==> config.mk <==
export PLATFORM = sky130hd
export DESIGN_NAME = mar_burst_seq
export DESIGN_NICKNAME = d
export VERILOG_FILES = /design/src/rtl/mar_burst_seq.sv
export SDC_FILE = /design/constraint.sdc
export NUM_CORES = 1
export LEC_CHECK = 0
export CELL_PAD_IN_SITES_DETAIL_PLACEMENT = 1
export CELL_PAD_IN_SITES_GLOBAL_PLACEMENT = 1
export CORE_MARGIN = 1
export CORE_UTILIZATION = 40
export DETAILED_ROUTE_END_ITERATION = 8
export PLACE_DENSITY = 0.85
export SKIP_CTS_REPAIR_TIMING = 1
export SYNTH_ARGS = -nofsm -noshare
export SYNTH_HDL_FRONTEND = slang
export SYNTH_SLANG_ARGS = --single-unit
export TNS_END_PERCENT = 30
==> constraint.sdc <==
create_clock -name clk -period 1.97 [get_ports clk]
set_input_delay 0.591 -clock clk [delete_from_list [all_inputs] [get_ports clk]]
set_output_delay 0.591 -clock clk [all_outputs]
set_load 0.02 [all_outputs]
==> src/rtl/mar_burst_seq.sv <==
// Memory address register with a linear/wrapping burst address sequencer.
// Issues len_in+1 beat addresses over a valid/ready handshake; MAR tracks the next un-issued address.
//
// state   | meaning
// --------+-------------------------------------------------------------
// S_IDLE  | no burst; addr_out mirrors MAR; ld and start honoured
// S_BURST | beat addresses presented on addr_out with addr_valid high
module mar_burst_seq #(
  parameter int AW   = 13,
  parameter int LW   = 4,
  parameter int STEP = 1
) (
  input  logic          clk,
  input  logic          rst,
  input  logic          ld,
  input  logic [AW-1:0] addr_in,
  input  logic          start,
  input  logic [LW-1:0] len_in,
  input  logic          mode_in,
  input  logic          abort,
  output logic [AW-1:0] addr_out,
  output logic          addr_valid,
  input  logic          addr_ready,
  output logic          busy,
  output logic          done
);

  typedef enum logic {S_IDLE, S_BURST} state_t;

  state_t        state_q, state_d;
  logic [AW-1:0] mar_q, mar_d;
  logic [AW-1:0] addr_q, addr_d;
  logic [LW-1:0] cnt_q, cnt_d;
  logic          mode_q, mode_d;
  logic          valid_q, valid_d;
  logic          busy_q, busy_d;
  logic          done_q, done_d;

  logic [AW-1:0] nxt_addr;
  logic [AW-1:0] base_addr;

  // Wrap mode holds the upper bits and rolls only the low LW bits.
  always_comb begin
    if (mode_q) begin
      nxt_addr = {addr_q[AW-1:LW], addr_q[LW-1:0] + LW'(1)};
    end else begin
      nxt_addr = addr_q + AW'(STEP);
    end
  end

  assign base_addr = ld ? addr_in : mar_q;

  always_comb begin
    state_d = state_q;
    mar_d   = mar_q;
    addr_d  = addr_q;
    cnt_d   = cnt_q;
    mode_d  = mode_q;
    valid_d = valid_q;
    busy_d  = busy_q;
    done_d  = 1'b0;
    case (state_q)
      S_IDLE: begin
        if (start) begin
          addr_d  = base_addr;
          cnt_d   = len_in;
          mode_d  = mode_in;
          valid_d = 1'b1;
          busy_d  = 1'b1;
          state_d = S_BURST;
        end else if (ld) begin
          mar_d  = addr_in;
          addr_d = addr_in;
        end
      end
      S_BURST: begin
        // Abort wins over a same-cycle handshake: the presented beat is left un-issued.
        if (abort) begin
          mar_d   = addr_q;
          valid_d = 1'b0;
          busy_d  = 1'b0;
          state_d = S_IDLE;
        end else if (valid_q && addr_ready) begin
          if (cnt_q != '0) begin
            addr_d = nxt_addr;
            cnt_d  = cnt_q - LW'(1);
          end else begin
            mar_d   = nxt_addr;
            addr_d  = nxt_addr;
            valid_d = 1'b0;
            busy_d  = 1'b0;
            done_d  = 1'b1;
            state_d = S_IDLE;
          end
        end
      end
      default: state_d = S_IDLE;
    endcase
  end

  always_ff @(posedge clk or negedge rst) begin
    if (!rst) begin
      state_q <= S_IDLE;
      mar_q   <= '0;
      addr_q  <= '0;
      cnt_q   <= '0;
      mode_q  <= 1'b0;
      valid_q <= 1'b0;
      busy_q  <= 1'b0;
      done_q  <= 1'b0;
    end else begin
      state_q <= state_d;
      mar_q   <= mar_d;
      addr_q  <= addr_d;
      cnt_q   <= cnt_d;
      mode_q  <= mode_d;
      valid_q <= valid_d;
      busy_q  <= busy_d;
      done_q  <= done_d;
    end
  end

  assign addr_out   = addr_q;
  assign addr_valid = valid_q;
  assign busy       = busy_q;
  assign done       = done_q;

endmodule

[Word level (Yosys, flattened, before mapping)]
Index checks and enable logic that the tools add are counted.
Word-level totals
  output and inout port bits: 16
  flip-flop bits (word level): 34
  input port bits: 24
Operators by class
  bitwise gates (word level): 1
  equal/unequal tests: 8
  reductions and logical operators: 7
  $add $sub $neg: 3
  multiplexer cells: 31
Operator list (number)
  13-bit 2-to-1 mux: 10
  13-bit one-hot mux with 2 select lines: 2
  4-bit 2-to-1 mux: 4
  13-bit by 1-bit adder with 13-bit output (second input constant): 1
  1-bit 2-to-1 mux: 12
  3-bit AND reduction: 3
  4-bit one-hot mux with 2 select lines: 1
  2-bit != test (second input constant): 3
  3-bit != test (second input constant): 2
  4-bit by 1-bit adder with 4-bit output (second input constant): 1
  2-bit by 1-bit != test with 1-bit output (second input constant): 2
  1-bit one-hot mux with 2 select lines: 2
  4-bit AND reduction: 1
  4-bit nonzero test: 1
  4-bit by 1-bit subtractor with 4-bit output (second input constant): 1
  3-bit by 2-bit != test with 1-bit output (second input constant): 1
  2-bit AND reduction: 1
  1-bit logical AND: 1
  1-bit inverter: 1

[Longest topological paths before layout]
Gate-level depths: netlist of run 1.
  depth in word-level cells: 6
  depth in mapped cells: 6

[Worst setup path after synthesis of run 1]
Ideal clock, no wire load.
  path kind: reg-to-reg
  start: register cnt_q[0]
  end: register mar_q[5]
  data required time: 1883 ps
  arrival: 1690 ps
  stages on the path, launching flop included: 7
  buffers on the path: 0
  setup slack: 193 ps
  cell sequence: dfrtp_1 -> inv_1 -> ha_1 -> nor3b_4 -> nand2_4 -> or4_4 -> o221ai_2
On the way
  cells in the longest elaborated chain, start to end: 3
RTL lines
  start: declaration: RTL line 33  | logic [LW-1:0] cnt_q, cnt_d;
  start signal: assignment: RTL line 115  | cnt_q <= cnt_d;
  4-bit nonzero test: RTL line 84  | if (cnt_q != '0) begin
  3-bit != test (no line)
  3-bit AND reduction (no line)
  end signal: assignment: RTL line 113  | mar_q <= mar_d;
  end: declaration: RTL line 31  | logic [AW-1:0] mar_q, mar_d;
No other way between the ends.
A chain may end at the register's enable or synchronous reset.

[Worst setup path in the final report of run 1]
  start: register addr_q[12], in the netlist addr_out[12]
  end: output addr_out[12]
RTL lines
  start: declaration: RTL line 32  | logic [AW-1:0] addr_q, addr_d;
  start signal: assignment: RTL line 114  | addr_q <= addr_d;
  end: declaration: RTL line 21  | output logic [AW-1:0] addr_out,
No word-level cell between the ends.

==> results of run 1 <==
[layer usage]
metal	up-vias	routed length [um]	GRT usage, %
met5	-	0	0
li1	1171	-	-
met3	30	652	5.977
met2	121	4418	50.34
met4	0	342	15.45
met1	1307	3653	36.12
[worst paths after layout]
kind	start	end	slack, ns	cells past startpoint
max	addr_out[12]$_DFFE_PN0P_	addr_out[12]	0.03	1
min	addr_out[11]$_DFFE_PN0P_	addr_out[11]$_DFFE_PN0P_	0.60	1
max reg2reg	cnt_q[0]$_DFFE_PN0P_	mar_q[11]$_DFFE_PN0P_	0.11	7
min reg2reg	addr_out[11]$_DFFE_PN0P_	addr_out[11]$_DFFE_PN0P_	0.60	1
max in group asynchronous	rst	addr_out[9]$_DFFE_PN0P_	1.11	2
min in group asynchronous	rst	cnt_q[1]$_DFFE_PN0P_	0.66	2
[logic make-up after synthesis]
group	Yosys count
simple gates	93
compound gates	91
flops	34
buf+inv	29
mux	18
xor+xnor	3
fa+ha+maj	2
[cell usage after synthesis, types with 2 or more instances]
| cell | number | area, um^2 |
|---|---|---|
| nor2_1 | 15 | 56.30 |
| mux2i_1 | 10 | 100.1 |
| a31o_2 | 2 | 17.52 |
| a32o_1 | 2 | 20.02 |
| clkbuf_1 | 14 | 52.55 |
| nor3_1 | 7 | 35.03 |
| nand3_1 | 6 | 30.03 |
| and3b_1 | 3 | 26.28 |
| a31oi_1 | 4 | 25.02 |
| xnor2_1 | 2 | 17.52 |
| nor2b_1 | 4 | 25.02 |
| o21ai_1 | 2 | 10.01 |
| o22ai_1 | 9 | 56.30 |
| buf_2 | 4 | 20.02 |
| o211ai_1 | 3 | 22.52 |
| nand4_1 | 8 | 50.05 |
| a211o_1 | 2 | 17.52 |
| a21o_1 | 3 | 22.52 |
| dfrtp_1 | 34 | 850.8 |
| mux2_1 | 2 | 22.52 |
| a211oi_1 | 7 | 52.55 |
| o21ai_2 | 2 | 17.52 |
| mux2_2 | 6 | 67.56 |
| o21ai_0 | 16 | 80.08 |
| buf_4 | 2 | 15.01 |
| and4b_1 | 2 | 20.02 |
| ha_1 | 2 | 25.02 |
| nor4_1 | 3 | 18.77 |
| and4_1 | 4 | 35.03 |
| a21oi_1 | 16 | 80.08 |
| and2_1 | 3 | 18.77 |
| o31ai_1 | 2 | 15.01 |
| o221ai_1 | 2 | 17.52 |
| o32ai_1 | 2 | 17.52 |
| a2bb2oi_1 | 5 | 43.79 |
| inv_1 | 9 | 33.78 |
| nand4b_1 | 2 | 17.52 |
| nand2_1 | 22 | 82.58 |
| and3_1 | 4 | 25.02 |
| nand2b_1 | 5 | 31.28 |
[area by class of cell]
type / count / area (um^2) / share of cell area [%]
repair buffers: 85 / 783.3 / 23.77
clock buffers: 6 / 72.57 / 2.202
multi-input cells: 207 / 1446 / 43.89
well taps: 72 / 90.09 / 2.733
clock inverters: 2 / 13.76 / 0.4176
flip-flops and latches: 34 / 855.8 / 25.97
inverters: 9 / 33.78 / 1.025
[through the flow]
stage	area [um^2]	TNS (ns)	util, %	cells	hold WS (ns)
global route	3296	-0.02640	58.77	415	0.6309
floorplan	2370	0	-	270	0.2954
detailed placement	3090	-6.097	55.11	403	0.5794
global placement	3090	-4.345	55.11	403	0.5415
CTS	3177	-0.9012	56.65	411	0.5953
finish	3296	0	58.77	415	0.5981
[flip-flops by register name, indices dropped and copies added (netlist names)]
signal and flops:
cnt_q 4, done 1, state_q 1, mode_q 1
addr_out 13, mar_q 13, busy 1
[power by group through the flow]
stage               clock network (mW)  registers [mW]  logic [mW]
detailed placement                   0            1.44        1.96
global route                     0.573            1.49        2.20
CTS                              0.543            1.43        1.98
floorplan                            0            1.45        1.03
global placement                     0            1.41        1.87
finish                           0.542            1.45        2.04
==> results.rst, run 1 <==
.. list-table::
   :header-rows: 1

   * - Metric
     - Value
   * - Status
     - finished clean
   * - Number of optimization iterations in the first detailed-route pass
     - 4
   * - Netlist Area Pre-Place
     - 2370 um^2
   * - Clock sink count
     - 34
   * - Worst-case clock skew
     - 0.01178 ns
   * - Area fraction in and, or, nand and nor cells after synthesis
     - 22.28%
   * - Yosys warning total
     - 0
   * - Count of pins over their slew limit
     - 0
   * - CTS H-tree depth
     - 2
   * - Clock tree from TritonCTS
     - done
   * - Via count of the routed design
     - 2629
   * - Area share of fa/ha/maj cells after synthesis
     - 1.056%
   * - Die Outline Area
     - 6236 um^2
   * - Mean post-synth cell area
     - 8.777 um^2
   * - Endpoint kind of the worst setup timing path
     - output pin
   * - # diodes
     - 0
   * - Half-perimeter wire length after placement
     - 6398 um
   * - Number of global-route vias before repair
     - 2734
   * - DRC marker count from the first detailed-route iteration
     - 330
   * - Routed wire length
     - 9066 um
   * - Sum of overflow across all layers after global routing
     - 0
   * - Avg WL per Cell
     - 21.85 um
   * - Buffers from clock root to sink, at most
     - 2
   * - Normalized max-slew margin
     - 73.77%
   * - Number of synthesized register bits
     - 34
   * - Root buf cell
     - clkbuf_8
   * - Initial core utilization
     - 42.26%
   * - Share of the synthesized area in compound gates (AO/OA/AOI/OAI)
     - 26.50%
   * - Fill cells
     - 671
   * - Proportion of layout cells with a drive suffix above 1
     - 24.20%
   * - Largest family of logic cells by synthesized area
     - compound AO/OA/AOI/OAI gates
   * - Clk pwr share
     - 13.4%
   * - Highest cell delay on the worst timing path
     - 0.63 ns
   * - IR Drop Worst-Case VDD
     - 0.7957 mV
   * - Final total power
     - 4.037 mW
   * - Source-to-sink clock delay at the later pin of the worst-skew pair
     - 0.30 ns
   * - Final setup violation count
     - 0
   * - Final ANT Viol Nets
     - 0
   * - Number of buffers created by CTS
     - 5
   * - Total leakage power
     - 1.480 nW
   * - Highest clock rate
     - 514.8 MHz
   * - Sw power
     - 1.801 mW
   * - Pre-CTS setup slack
     - -0.3257 ns
   * - Setup ws final
     - 0.02751 ns
   * - Cells after synthesis
     - 270
   * - I/O pins
     - 40
   * - Category of cells accounting for the largest share of critical-path delay
     - buffers and inverters
   * - Clock-pin slew on the worst setup and hold paths
     - 0.08 ns
   * - Portion of the clock cycle consumed by the worst path in the final layout
     - 98.60%
   * - Commonest cells after routing, fill and taps aside
     - buf_4 (45), dfrtp_1 (30), clkdlybuf4s50_1 (25)
   * - Global routing usage summed across all routing layers
     - 29.98%
   * - Drc violations
     - 0
   * - Global-route wire length before repair
     - 14060 um
   * - Number of enable-type register cells in the synthesized netlist
     - 0
   * - Worst endpoint required time
     - 1.38 ns
   * - Fraction of synthesized cell area in xor and xnor cells
     - 1.109%
   * - Mean number of vias per cell
     - 6.335
   * - Final net count
     - 368
   * - Share of power burned in registers
     - 36.0%
   * - Worst EP arrival
     - 1.35 ns
   * - Main flop type after synthesis
     - dfrtp_1
   * - Row count
     - 27
   * - Switching Share
     - 44.62%
   * - Cell Int Power
     - 2.236 mW
   * - Commonest non-fill, non-tap cell in the layout
     - buf_4
   * - Biggest fanout along the worst timing path
     - 5
   * - # port buffers
     - 39
   * - Areal power density over the cells
     - 1225 nW/um^2
   * - Number of different library cells in the post-synthesis netlist
     - 58
   * - Critical path launch point type
     - flop
   * - Slowest stage cell, crit path
     - clkdlybuf4s50_1
   * - Critical path class
     - flop to output pin
   * - Die X
     - 78.97 um
   * - Net count of the mapped netlist
     - 296
   * - Relative contribution of combinational cells to total power
     - 50.6%
   * - Number of buffers and inverters on the critical path
     - 1
   * - Die extent in y
     - 78.97 um
   * - Sequential area share after synthesis
     - 35.90%
   * - Initial antenna violation count
     - 0
   * - Ordered cell list for the critical path
     - clkdlybuf4s50_1
   * - Multiplexer share of the synthesized area
     - 8.025%
   * - Class of the most critical hold timing path
     - flop to flop
   * - Count of maximum capacitance violations
     - 0
   * - Async S/R FF share, synth
     - 100.0%
   * - Post-layout min period
     - 1.942 ns
   * - Final weighted congestion in routability-driven placement
     - 0.8997
   * - Fin. Hold Viols
     - 0
   * - Slew at the pin closest to its max-slew limit
     - 0.3912 ns
   * - Core Area
     - 5608 um^2
   * - Largest net degree at the start of global routing
     - 35
   * - Synthesis-to-layout area growth
     - 39.07%
Power figures use the tool's default switching activity.
==> run 2: changes to the inputs <==
Settings changed: ABC_CLOCK_PERIOD_IN_PS set to 1970.
==> results of run 2 <==
No change in the layout: final DEF, timing and power equal those of run 1.
